File: src/rtl/mips_pipe_pkg.sv
// Shared definitions for the 5-stage MIPS pipeline control blocks.
package mips_pipe_pkg;

    localparam int unsigned REG_W = 5;
    localparam logic [REG_W-1:0] REG_ZERO = 5'd0;

    typedef enum logic {
        RUN   = 1'b0,
        STALL = 1'b1
    } hcu_state_t;

endpackage

File: src/rtl/sat_counter.sv
// Saturating up-counter with synchronous active-high reset; holds at all-ones.
module sat_counter #(
    parameter int unsigned W = 16
) (
    input  logic         Clk,
    input  logic         Reset,
    input  logic         Inc,
    output logic [W-1:0] Count
);

    logic [W-1:0] r_count;

    always_ff @(posedge Clk) begin
        if (Reset) begin
            r_count <= '0;
        end else if (Inc && (r_count != '1)) begin
            r_count <= r_count + 1'b1;
        end
    end

    assign Count = r_count;

endmodule

File: src/rtl/hazard_control_unit.sv
// Load-use / branch hazard detection with a stall sequencer for branches resolved in ID.
module hazard_control_unit
    import mips_pipe_pkg::*;
#(
    parameter int unsigned CNT_W = 16
) (
    input  logic             Clk,
    input  logic             Reset,
    input  logic [REG_W-1:0] ID_Rs,
    input  logic [REG_W-1:0] ID_Rt,
    input  logic             ID_Uses_Rt,
    input  logic             ID_Is_Branch,
    input  logic             Branch_Taken,
    input  logic             ID_EX_MemRead,
    input  logic             ID_EX_RegWrite,
    input  logic [REG_W-1:0] ID_EX_WriteReg,
    input  logic             EX_MEM_MemRead,
    input  logic [REG_W-1:0] EX_MEM_WriteReg,
    output logic             PC_Write,
    output logic             IF_ID_Write,
    output logic             IF_ID_Flush,
    output logic             Hazard_Out,
    output logic [CNT_W-1:0] Stall_Cycles,
    output logic [CNT_W-1:0] Flush_Count
);

    hcu_state_t  r_state;
    logic [1:0]  r_remain;
    logic [1:0]  w_need;
    logic        w_src_ex;
    logic        w_src_mem;
    logic        w_stall;
    logic        w_flush;

    function automatic logic f_match(input logic [REG_W-1:0] src, input logic [REG_W-1:0] dst);
        return (dst != REG_ZERO) && (src == dst);
    endfunction

    assign w_src_ex  = f_match(ID_Rs, ID_EX_WriteReg)
                     | (ID_Uses_Rt & f_match(ID_Rt, ID_EX_WriteReg));
    assign w_src_mem = f_match(ID_Rs, EX_MEM_WriteReg)
                     | (ID_Uses_Rt & f_match(ID_Rt, EX_MEM_WriteReg));

    // Load cases are tested first so the larger requirement wins on overlap.
    always_comb begin
        w_need = 2'd0;
        if (r_state == RUN) begin
            if (ID_EX_MemRead && w_src_ex) begin
                w_need = ID_Is_Branch ? 2'd2 : 2'd1;
            end else if (ID_Is_Branch &&
                         ((ID_EX_RegWrite && w_src_ex) || (EX_MEM_MemRead && w_src_mem))) begin
                w_need = 2'd1;
            end
        end
    end

    assign w_stall = (r_state == STALL) || (w_need != 2'd0);
    assign w_flush = !Reset && !w_stall && ID_Is_Branch && Branch_Taken;

    always_comb begin
        PC_Write    = 1'b1;
        IF_ID_Write = 1'b1;
        IF_ID_Flush = 1'b0;
        Hazard_Out  = 1'b0;
        if (!Reset) begin
            PC_Write    = !w_stall;
            IF_ID_Write = !w_stall;
            IF_ID_Flush = w_flush;
            Hazard_Out  = !w_stall;
        end
    end

    always_ff @(posedge Clk) begin
        if (Reset) begin
            r_state  <= RUN;
            r_remain <= 2'd0;
        end else begin
            case (r_state)
                RUN: begin
                    if (w_need == 2'd2) begin
                        r_state  <= STALL;
                        r_remain <= 2'd1;
                    end
                end
                STALL: begin
                    r_remain <= r_remain - 2'd1;
                    if (r_remain <= 2'd1) begin
                        r_state <= RUN;
                    end
                end
                default: begin
                    r_state  <= RUN;
                    r_remain <= 2'd0;
                end
            endcase
        end
    end

    sat_counter #(.W(CNT_W)) u_stall_cnt (
        .Clk   (Clk),
        .Reset (Reset),
        .Inc   (w_stall && !Reset),
        .Count (Stall_Cycles)
    );

    sat_counter #(.W(CNT_W)) u_flush_cnt (
        .Clk   (Clk),
        .Reset (Reset),
        .Inc   (w_flush),
        .Count (Flush_Count)
    );

endmodule

File: config.mk
export PLATFORM = sky130hd
export DESIGN_NAME = hazard_control_unit
export DESIGN_NICKNAME = d
export VERILOG_FILES = /design/src/rtl/mips_pipe_pkg.sv /design/src/rtl/sat_counter.sv /design/src/rtl/hazard_control_unit.sv
export SDC_FILE = /design/constraint.sdc
export NUM_CORES = 1
export LEC_CHECK = 0
export CORE_MARGIN = 2
export CORE_UTILIZATION = 47
export DETAILED_ROUTE_END_ITERATION = 8
export GPL_TIMING_DRIVEN = 0
export PLACE_DENSITY = 0.8
export SYNTH_ARGS = -nofsm -noshare
export SYNTH_HDL_FRONTEND = slang
export SYNTH_HIERARCHICAL = 1
export SYNTH_SLANG_ARGS = --single-unit
File: constraint.sdc
create_clock -name Clk -period 3.9 [get_ports Clk]
set_input_delay 0.585 -clock Clk [delete_from_list [all_inputs] [get_ports Clk]]
set_output_delay 0.585 -clock Clk [all_outputs]
set_load 0.01 [all_outputs]
==> results of run 1 <==
[power groups by stage]
stage	registers, mW	clock network (mW)	logic (mW)
after floorplan	0.369	0	0.0367
after global placement	0.369	0	0.0838
after detailed placement	0.369	0	0.0855
after CTS	0.361	0.271	0.0859
after global routing	0.361	0.286	0.0937
final	0.361	0.265	0.0864
[per-stage QoR]
| stage | std cells | setup slack (ns) | hold WS, ns | instance area, um2 | power [mW] |
|---|---|---|---|---|---|
| finish | 383 | 0.347 | 0.516 | 2960 | 0.712 |
| global route | 383 | 0.137 | 0.547 | 2960 | 0.741 |
| CTS | 383 | 0.203 | 0.527 | 2950 | 0.718 |
| detailed placement | 375 | -0.0804 | 0.500 | 2860 | 0.454 |
| global placement | 375 | -0.0149 | 0.481 | 2860 | 0.453 |
| floorplan | 261 | 0.903 | 0.469 | 2180 | 0.406 |
[state kept, by name, indices dropped and copies added, names as in the netlist]
| signal | flops |
|---|---|
| r_remain | 2 |
| r_state | 1 |
| u_flush_cnt/Count | 16 |
| u_stall_cnt/Count | 16 |
[cell usage in the layout (no fill, tap or decap), types with 2 or more instances in the layout]
| cell | count |
|---|---|
| a21oi_1 | 21 |
| a32oi_1 | 2 |
| and3_1 | 2 |
| and4_1 | 6 |
| buf_1 | 3 |
| buf_2 | 2 |
| clkbuf_1 | 4 |
| clkbuf_8 | 5 |
| clkdlybuf4s50_1 | 62 |
| clkinvlp_4 | 2 |
| dfxtp_1 | 35 |
| ha_1 | 3 |
| inv_1 | 9 |
| mux2_2 | 2 |
| mux2i_1 | 2 |
| nand2_1 | 17 |
| nand2_2 | 2 |
| nand3_1 | 12 |
| nand3b_1 | 3 |
| nand4_1 | 6 |
| nand4_4 | 2 |
| nor2_1 | 17 |
| nor2b_1 | 4 |
| nor3_1 | 13 |
| nor4_1 | 7 |
| nor4_4 | 2 |
| nor4bb_1 | 2 |
| o21a_1 | 2 |
| o21ai_0 | 9 |
| o21bai_1 | 2 |
| o311ai_0 | 2 |
| o31ai_1 | 12 |
| o41ai_1 | 3 |
| or3_1 | 6 |
| or4_1 | 15 |
| xnor2_1 | 6 |
| xor2_1 | 18 |
[cell usage after synthesis, types with 3 or more instances]
library cell	count
nor2b_1	4
nand3b_1	3
a21oi_1	21
buf_1	3
nand2_1	17
or4_1	15
o41ai_1	3
nor4_1	8
nor3_1	13
nand3_1	12
or3_1	6
and4_1	6
nand4_1	6
o31ai_1	12
inv_1	9
ha_1	3
xor2_1	18
o21ai_0	9
dfxtp_1	35
xnor2_1	6
nor2_1	17
clkbuf_1	4
[worst paths after layout]
kind	startpoint	end	slack (ns)	depth (start not counted)
min reg2reg	r_remain[1]	r_state	0.52	1
max reg2reg	r_state	u_flush_cnt/Count[7]	1.58	6
max	EX_MEM_WriteReg[1]	PC_Write	0.35	8
min	r_remain[1]	r_state	0.52	1
[timing repair]
action | CTS | global route
setup endpoints to repair | 0 | 6
resized for setup | 0 | 1
hold endpoints to repair | 0 | 0
[per-layer routing]
| layer | up-vias | GRT usage | wire (um) |
|---|---|---|---|
| li1 | 1130 | - | - |
| met3 | 11 | 0.0500 | 333 |
| met4 | 0 | 0.0860 | 112 |
| met1 | 1075 | 0.277 | 2480 |
| met2 | 83 | 0.394 | 2800 |
| met5 | - | 0 | 0 |
[final cells by class]
cell class	instances	area, um2
inverters	9	33.8
flip-flops and latches	35	701
multi-input cells	207	1410
clock inverters	3	20.0
repair buffers	62	621
plain buffers	10	43.8
well taps	52	65.1
clock buffers	5	68.8
fillers	383	1460
[cells by family after synthesis]
group                    count (synthesis)  share of synthesized area
AO/OA/AOI/OAI                           58                      0.176
XOR/XNOR                                24                     0.0965
buffers and inverters                   19                     0.0356
adder cells (fa/ha/maj)                  3                     0.0172
flip-flops                              35                      0.322
multiplexers                             4                     0.0195
AND/OR/NAND/NOR                        118                      0.334
==> run metrics, run 1 <==
cell mode on critical path clkdlybuf4s50_1; Synthesized Nets 292; number of global-route vias before repair 2,156; Setup Fix Bufs, Post-CTS 0; Clock Skews slightly below 0.009 ns; ys flop type dfxtp_1; clock power share 0.372; switching power between 150 and 200 uW; max frequency 0.281 GHz; Worst Path Required 3.31 ns; DRT antenna net count 0; slowest CP cell or4_1; number of hold buffers added after CTS 0; Total GRT Usage 0.229; diode count 0; clk root buf clkbuf_8; antenna violations before repair 0; status finished clean; Max IR drop VDD 0.212 mV; post-DP HPWL 4350 um; clk_lat worst skew between 0.2 and 0.3 ns; Max transition margin 0.535; nets@finish 361; Detailed Routing Iterations Pass 1 4; Placeable Area 0.00441 mm2; full die area around 0.0052 mm2; chip width roughly 70 um; CP arrival a little under 3 ns; # rows 24; crit path max fanout 3; number of synthesized flops with an enable pin 0; Synth top area share 0.322; Cells after Synth about 260; Distinct cells, synth 41; Area Growth Syn to Fin 35.8%; die height 72.1 um; Sink Count 35; largest net degree at the start of global routing 13; Leak Pwr 0.978 nW; switching share of power 0.257; io pins 64; RSZ-0062 raised after global routing no; WL/cell between 10 and 15 um; crit-path leading delay family buffers and inverters; Crit Path Class input port to output port; crit end category output port; Yosys warning total 6; hold crit path type flip-flop to flip-flop; H-tree depth 2; clock buffer depth 2; combinational fraction of design power 0.121; sequential area share after synthesis 0.322; Via-to-Cell Ratio about 6.0; Worst Tran Pin Value 0.689 ns; Tmin final around 3.6 ns; Cell Area, Synth 0.00218 mm2; cell taking the most area after synthesis dfxtp_1; Initial Utilization 0.493; drt total wl 5720 um; gr ovfl total 0; CTS buffer count 5; Pwr per Cell Area 241 mW/mm2; routed via count 2,299; Yosys reg bits 35; crit share post-route 0.911; CP startpoint kind input port; Max stage delay on crit path between 0.5 and 0.6 ns; Critical path buffers and inverters 3; routability cong. around 0.85; Final Max Tran Viols 0; count of final hold-check violations 0; endpoints failing setup 0; port bufs 62; clk slew on worst S/H paths 0.08 ns; share of cells above drive strength 1 0.0695; CTS tree yes; Seq pwr share 0.507; DRC errors left 0; first-pass GRT wire length 9590 um; # Max-Cap Violations 0; fin util 0.670; Area contributors post-synth dfxtp_1, xor2_1, or4_1, a21oi_1, o31ai_1; drt initial violations about 120; Async SR Flop Fraction 0; Avg Cell Area, Syn 8.35 um2; crit-path cells clkdlybuf4s50_1 -> or4_1 -> o21ai_0 -> or2_2 -> o32ai_2 -> o21bai_1 -> buf_4 -> clkdlybuf4s50_1; setup TNS 0 ns; internal power 529 uW
Note: power is estimated with default switching activity, not from simulation.
==> run 2: changes to the inputs <==
Settings changed: CORE_ASPECT_RATIO set to 0.8.
==> run 2 against run 1 <==
  * Setup slack got worse by 0.074 ns
  * Clock-buffer cell count increased by 1
  * Largest power group unchanged
  * Final cell count increased by 1.8%
  * Clock power decreased by 3%
  * Largest cell class unchanged
  * Routed wire length decreased by 2.3%
  * Total power decreased by 0.94%
  * Global-route usage decreased by 0.092 points
==> run metrics, run 2 (synthesis results as in run 1) <==
Pwr per Cell Area 238 mW/mm2 (was 241 mW/mm2); antenna violations before repair 0 (unchanged); Max IR drop VDD 0.126 mV (was 0.212 mV); io pins 64 (unchanged); share of cells above drive strength 1 0.0667 (was 0.0695); Via-to-Cell Ratio 5.70 (was 6.00); first-pass GRT wire length 9490 um (was 9590 um); flop-to-flop setup slack 1.38 ns (was 1.58 ns); drt total wl 5590 um (was 5720 um); slack of the critical path 0.274 ns (was 0.347 ns); reg-to-reg critical path startpoint r_state (unchanged); number of hold buffers added after CTS 0 (unchanged); Final Max Tran Viols 0 (unchanged); Cell Area, Placed 0.00287 mm2 (was 0.00286 mm2); chip width 80.1 um (was 72.1 um); post-route cell area 0.00297 mm2 (was 0.00296 mm2); status finished clean (unchanged); routed via count 2,222 (was 2,299); # rows 22 (was 24); Tmin final 3.63 ns (was 3.55 ns); clk root buf clkbuf_8 (unchanged); slowest CP cell nor4_2 (was or4_1); Crit Path Class input port to flip-flop (was input port to output port); commonest non-fill, non-tap cell in the layout clkdlybuf4s50_1 (unchanged); DRC errors left 0 (unchanged); Worst Path Required 4.09 ns (was 3.31 ns); RSZ-0062 raised after global routing no (unchanged); WL/cell 14.3 um (was 14.9 um); CTS tree yes (unchanged); Leak Pwr 0.985 nW (was 0.978 nW); die height 64.9 um (was 72.1 um); hold path cells 2 (was 1); port bufs 62 (unchanged); crit end category flip-flop (was output port); H-tree depth 2 (unchanged); clk_lat worst skew 0.27 ns (was 0.29 ns); # Max-Cap Violations 0 (unchanged); Max stage delay on crit path 0.62 ns (was 0.52 ns); Total GRT Usage 0.228 (was 0.229); diode count 0 (unchanged); worst hold path endpoint r_remain[1] (was r_state); largest net degree at the start of global routing 11 (was 13); gr ovfl total 0 (unchanged); hold crit path type flip-flop to flip-flop (unchanged); count of final hold-check violations 0 (unchanged); Placeable Area 0.00451 mm2 (was 0.00441 mm2); clock buffer depth 2 (unchanged); max frequency 0.276 GHz (was 0.281 GHz); post-DP HPWL 4300 um (was 4350 um); CP arrival 3.82 ns (was 2.97 ns); hold_sp r_remain[1] (unchanged); crit path max fanout 10 (was 3); endpoints failing setup 0 (unchanged); Clock Skews 0.00406 ns (was 0.00883 ns); Cell Count, Final, Fillers Out 390 (was 383); Worst Reg-to-Reg Cells 6 (unchanged); commonest cells after routing, fill and taps aside clkdlybuf4s50_1, dfxtp_1, a21oi_1 (unchanged); clk slew on worst S/H paths 0.07 ns (was 0.08 ns); DRT antenna net count 0 (unchanged); Max transition margin 0.540 (was 0.535); routability cong. 0.925 (was 0.854); Initial Utilization 0.483 (was 0.493); number of global-route vias before repair 2,057 (was 2,156); CTS buffer count 5 (unchanged); Area Growth Syn to Fin 36.2% (was 35.8%); Hold WS 0.514 ns (was 0.516 ns); Setup WS pre-CTS -0.193 ns (was -0.0804 ns); crit-path cells clkdlybuf4s50_1 -> xor2_1 -> nor4_1 -> a32oi_1 -> o21bai_1 -> nor4_2 -> nand2_1 -> clkbuf_1 -> or4_1 -> a21oi_1 (was clkdlybuf4s50_1 -> or4_1 -> o21ai_0 -> or2_2 -> o32ai_2 -> o21bai_1 -> buf_4 -> clkdlybuf4s50_1); drt initial violations 104 (was 121); fin util 0.657 (was 0.670); R2R Path End u_flush_cnt/Count[9] (was u_flush_cnt/Count[7]); Detailed Routing Iterations Pass 1 4 (unchanged); crit share post-route 0.930 (was 0.911); full die area 0.00520 mm2 (about the same); # placed instances 383 (was 375); CP startpoint kind input port (unchanged); Sink Count 35 (unchanged); Worst Tran Pin Value 0.684 ns (was 0.689 ns); nets@finish 361 (unchanged)
==> run 2: changes by cell type in the layout (fill, tap and decap cells not counted), sizes merged <==
cell,change
clkbuf,+1
clkinvlp,-2
==> run 2: power breakdown <==
| part | internal (mW) | switching [mW] | leakage [nW] |
|---|---|---|---|
| clock | 0.138 | 0.120 | 0.0470 |
| combinational | 0.0465 | 0.0399 | 0.656 |
| sequential | 0.359 | 0.00197 | 0.282 |
==> run 2: worst max-delay path: cells and delay by family <==
family	cells	cell delay [ns]
simple gates	4	1.42
compound gates	3	0.80
buf+inv	2	0.81
xor+xnor	1	0.18
==> run 2: worst max path at each step <==
| stage | cells after the start | from | endpoint | slack (ns) |
|---|---|---|---|---|
| detailed placement | 10 | ID_EX_WriteReg[0] | u_flush_cnt/Count[9] | -0.19 |
| global placement | 10 | ID_EX_WriteReg[2] | u_flush_cnt/Count[15] | -0.09 |
| floorplan | 8 | EX_MEM_WriteReg[1] | u_flush_cnt/Count[7] | 0.90 |
| finish | 10 | ID_EX_WriteReg[0] | u_flush_cnt/Count[9] | 0.27 |
| CTS | 10 | ID_EX_WriteReg[0] | u_flush_cnt/Count[9] | 0.05 |
| global route | 10 | ID_EX_WriteReg[4] | u_flush_cnt/Count[9] | 0.08 |
==> run 2: layout make-up <==
type	instances	area [um2]
Timing Repair Buffer	62	621
Clock buffer	6	82.6
Tap cell	60	75.1
Buffer	10	43.8
Multi-Input combinational cell	207	1410
Inverter	9	33.8
Sequential cell	35	701
Clock inverter	1	5.00
Fill cell	387	1550
==> run 2: through the flow <==
stage	power, mW	TNS [ns]
CTS	0.712	0
floorplan	0.406	0
finish	0.705	0
global route	0.736	0
detailed placement	0.454	-0.715
global placement	0.452	-0.257
==> run 2: timing repair <==
action / CTS / global route
setup buffers: 0 / 0
resized for setup: 0 / 1
endpoints found under the setup margin: 0 / 6
==> run 2: layer usage <==
| metal | wire length [um] | GRT usage | share of wire | vias to the layer above |
|---|---|---|---|---|
| li1 | - | - | - | 1129 |
| met4 | 25 | 0.0551 | 0.0045 | 0 |
| met2 | 2500 | 0.358 | 0.45 | 62 |
| met1 | 2760 | 0.320 | 0.49 | 1029 |
| met5 | 0 | 0 | 0 | - |
| met3 | 303 | 0.0446 | 0.054 | 2 |
==> run 3: changes to the inputs <==
Settings changed: CORE_UTILIZATION 47 to 40, PLACE_DENSITY 0.8 to 0.69.
==> run 3 against run 2 <==
  * Sequential cell count is the same
  * Via count grew 1.5%
  * Hold slack lost 0.018 ns
  * Sequential share of layout area shrank 0.15 points
  * Critical path type is now input port to output port
  * Highest routed layer unchanged
  * Cell area grew 0.63%
==> run metrics, run 3 (synthesis results as in run 1) <==
status finished clean (unchanged); clk root buf clkbuf_8 (unchanged); GRT busiest layer met1 (was met2); crit path max fanout 3 (was 10); io pins 64 (unchanged); slowest CP cell or4_1 (was nor4_2); # placed instances 388 (was 383); Sink Count 35 (unchanged); GRT met1 Usage 0.283 (was 0.320); commonest cells after routing, fill and taps aside clkdlybuf4s50_1, dfxtp_1, a21oi_1 (unchanged); met3 usage 0.0437 (was 0.0446); DRT antenna net count 0 (unchanged); fillers 497 (was 387); clk slew on worst S/H paths 0.07 ns (about the same); Total GRT Usage 0.191 (was 0.228); crit share post-route 0.922 (was 0.930); routability cong. 0.845 (was 0.925); met2 usage 0.264 (was 0.358); post-route cell area 0.00299 mm2 (was 0.00297 mm2); Cell Area, Placed 0.00288 mm2 (was 0.00287 mm2); port bufs 62 (unchanged); clock buffer depth 2 (unchanged); drt total wl 5680 um (was 5590 um); multi-input logic area 0.00141 mm2 (unchanged); die height 70.0 um (was 64.9 um); setup TNS 0 ns (unchanged); endpoints failing setup 0 (unchanged); post-DP HPWL 4260 um (was 4300 um); Clock Skews 0.00688 ns (was 0.00406 ns); register area 701 um2 (unchanged); antenna violations before repair 0 (unchanged); clk_lat worst skew 0.28 ns (was 0.27 ns); Area Growth Syn to Fin 37.1% (was 36.2%); CP startpoint kind input port (unchanged); cell mode on critical path clkdlybuf4s50_1; drt initial violations 140 (was 104); Worst Tran Pin Value 0.652 ns (was 0.684 ns); Power Total 735 uW (was 705 uW); count of final hold-check violations 0 (unchanged); Initial Utilization 0.408 (was 0.483); Detailed Routing Iterations Pass 1 4 (unchanged); slack of the critical path 0.304 ns (was 0.274 ns); CTS buffer count 5 (unchanged); Crit Path Class input port to output port (was input port to flip-flop); Max stage delay on crit path 0.54 ns (was 0.62 ns); number of global-route vias before repair 1,993 (was 2,057); Hold WS 0.496 ns (was 0.514 ns); Max transition margin 0.562 (was 0.540); max frequency 0.278 GHz (was 0.276 GHz); # rows 24 (was 22); Pwr per Cell Area 246 mW/mm2 (was 238 mW/mm2); H-tree depth 2 (unchanged); Cell Count, Final, Fillers Out 396 (was 390); Final Max Tran Viols 0 (unchanged); crit end category output port (was flip-flop); CP arrival 3.01 ns (was 3.82 ns); routed via count 2,255 (was 2,222); hold crit path type flip-flop to flip-flop (unchanged); Max IR drop VDD 0.200 mV (was 0.126 mV); Via-to-Cell Ratio 5.69 (was 5.70); Tmin final 3.60 ns (was 3.63 ns); first-pass GRT wire length 9320 um (was 9490 um); Worst Path Required 3.31 ns (was 4.09 ns); full die area 0.00606 mm2 (was 0.00520 mm2); Setup WS pre-CTS -0.187 ns (was -0.193 ns); DRC errors left 0 (unchanged); share of cells above drive strength 1 0.0665 (was 0.0667); number of hold buffers added after CTS 0 (unchanged); WL/cell 14.3 um (about the same); commonest non-fill, non-tap cell in the layout clkdlybuf4s50_1 (unchanged); chip width 86.5 um (was 80.1 um); crit-path cells clkdlybuf4s50_1 -> or4_1 -> o21ai_0 -> or2_2 -> o32ai_2 -> o21bai_1 -> buf_4 -> clkdlybuf4s50_1 (was clkdlybuf4s50_1 -> xor2_1 -> nor4_1 -> a32oi_1 -> o21bai_1 -> nor4_2 -> nand2_1 -> clkbuf_1 -> or4_1 -> a21oi_1); nets@finish 361 (unchanged); gr ovfl total 0 (unchanged); RSZ-0062 raised after global routing no (unchanged); fin util 0.559 (was 0.657); Leak Pwr 0.989 nW (was 0.985 nW); Placeable Area 0.00535 mm2 (was 0.00451 mm2); diode count 0 (unchanged); # Max-Cap Violations 0 (unchanged); CTS tree yes (unchanged); largest net degree at the start of global routing 11 (unchanged)
-- run 3: cell count changes in the layout (fill, tap and decap cells not counted), sizes merged --
cell	change
clkbuf	+2
clkinv	-1
-- run 3: layout make-up --
class                   count  area share
inverters                   9      0.0113
plain buffers              10      0.0147
flip-flops and latches     35       0.235
multi-input cells         207       0.471
well taps                  65      0.0272
repair buffers             62       0.208
clock buffers               8      0.0335
-- run 3: worst max-delay path, delay by kind of cell --
family          cells  cell delay [ns]
simple gates        2             0.72
buf+inv             3             1.12
compound gates      3             0.58
-- run 3: timing repair --
item                                    CTS  global route
setup buffers                             0             0
endpoints found under the setup margin    0             6
resized for setup                         0             1
-- run 3: path summary, 6_finish.rpt --
check	start	to	slack (ns)	depth (start not counted)
worst max-delay path	EX_MEM_WriteReg[1]	PC_Write	0.30	8
worst min-delay path	r_remain[1]	r_remain[1]	0.50	2
worst max register to register	r_state	u_flush_cnt/Count[15]	1.48	6
worst min register to register	r_remain[1]	r_remain[1]	0.50	2
-- run 3: where the power goes --
group	switching [mW]	internal, mW	leakage (nW)
clock network	0.127	0.161	0.0515
logic	0.0398	0.0465	0.656
registers	0.00183	0.359	0.282
total	0.169	0.566	0.989
-- run 3: routing by layer --
layer  share of wire  up-vias
li1                -     1139
met1            0.49     1048
met2            0.44       62
met3           0.057        6
met4           0.012        0
met5               0        -
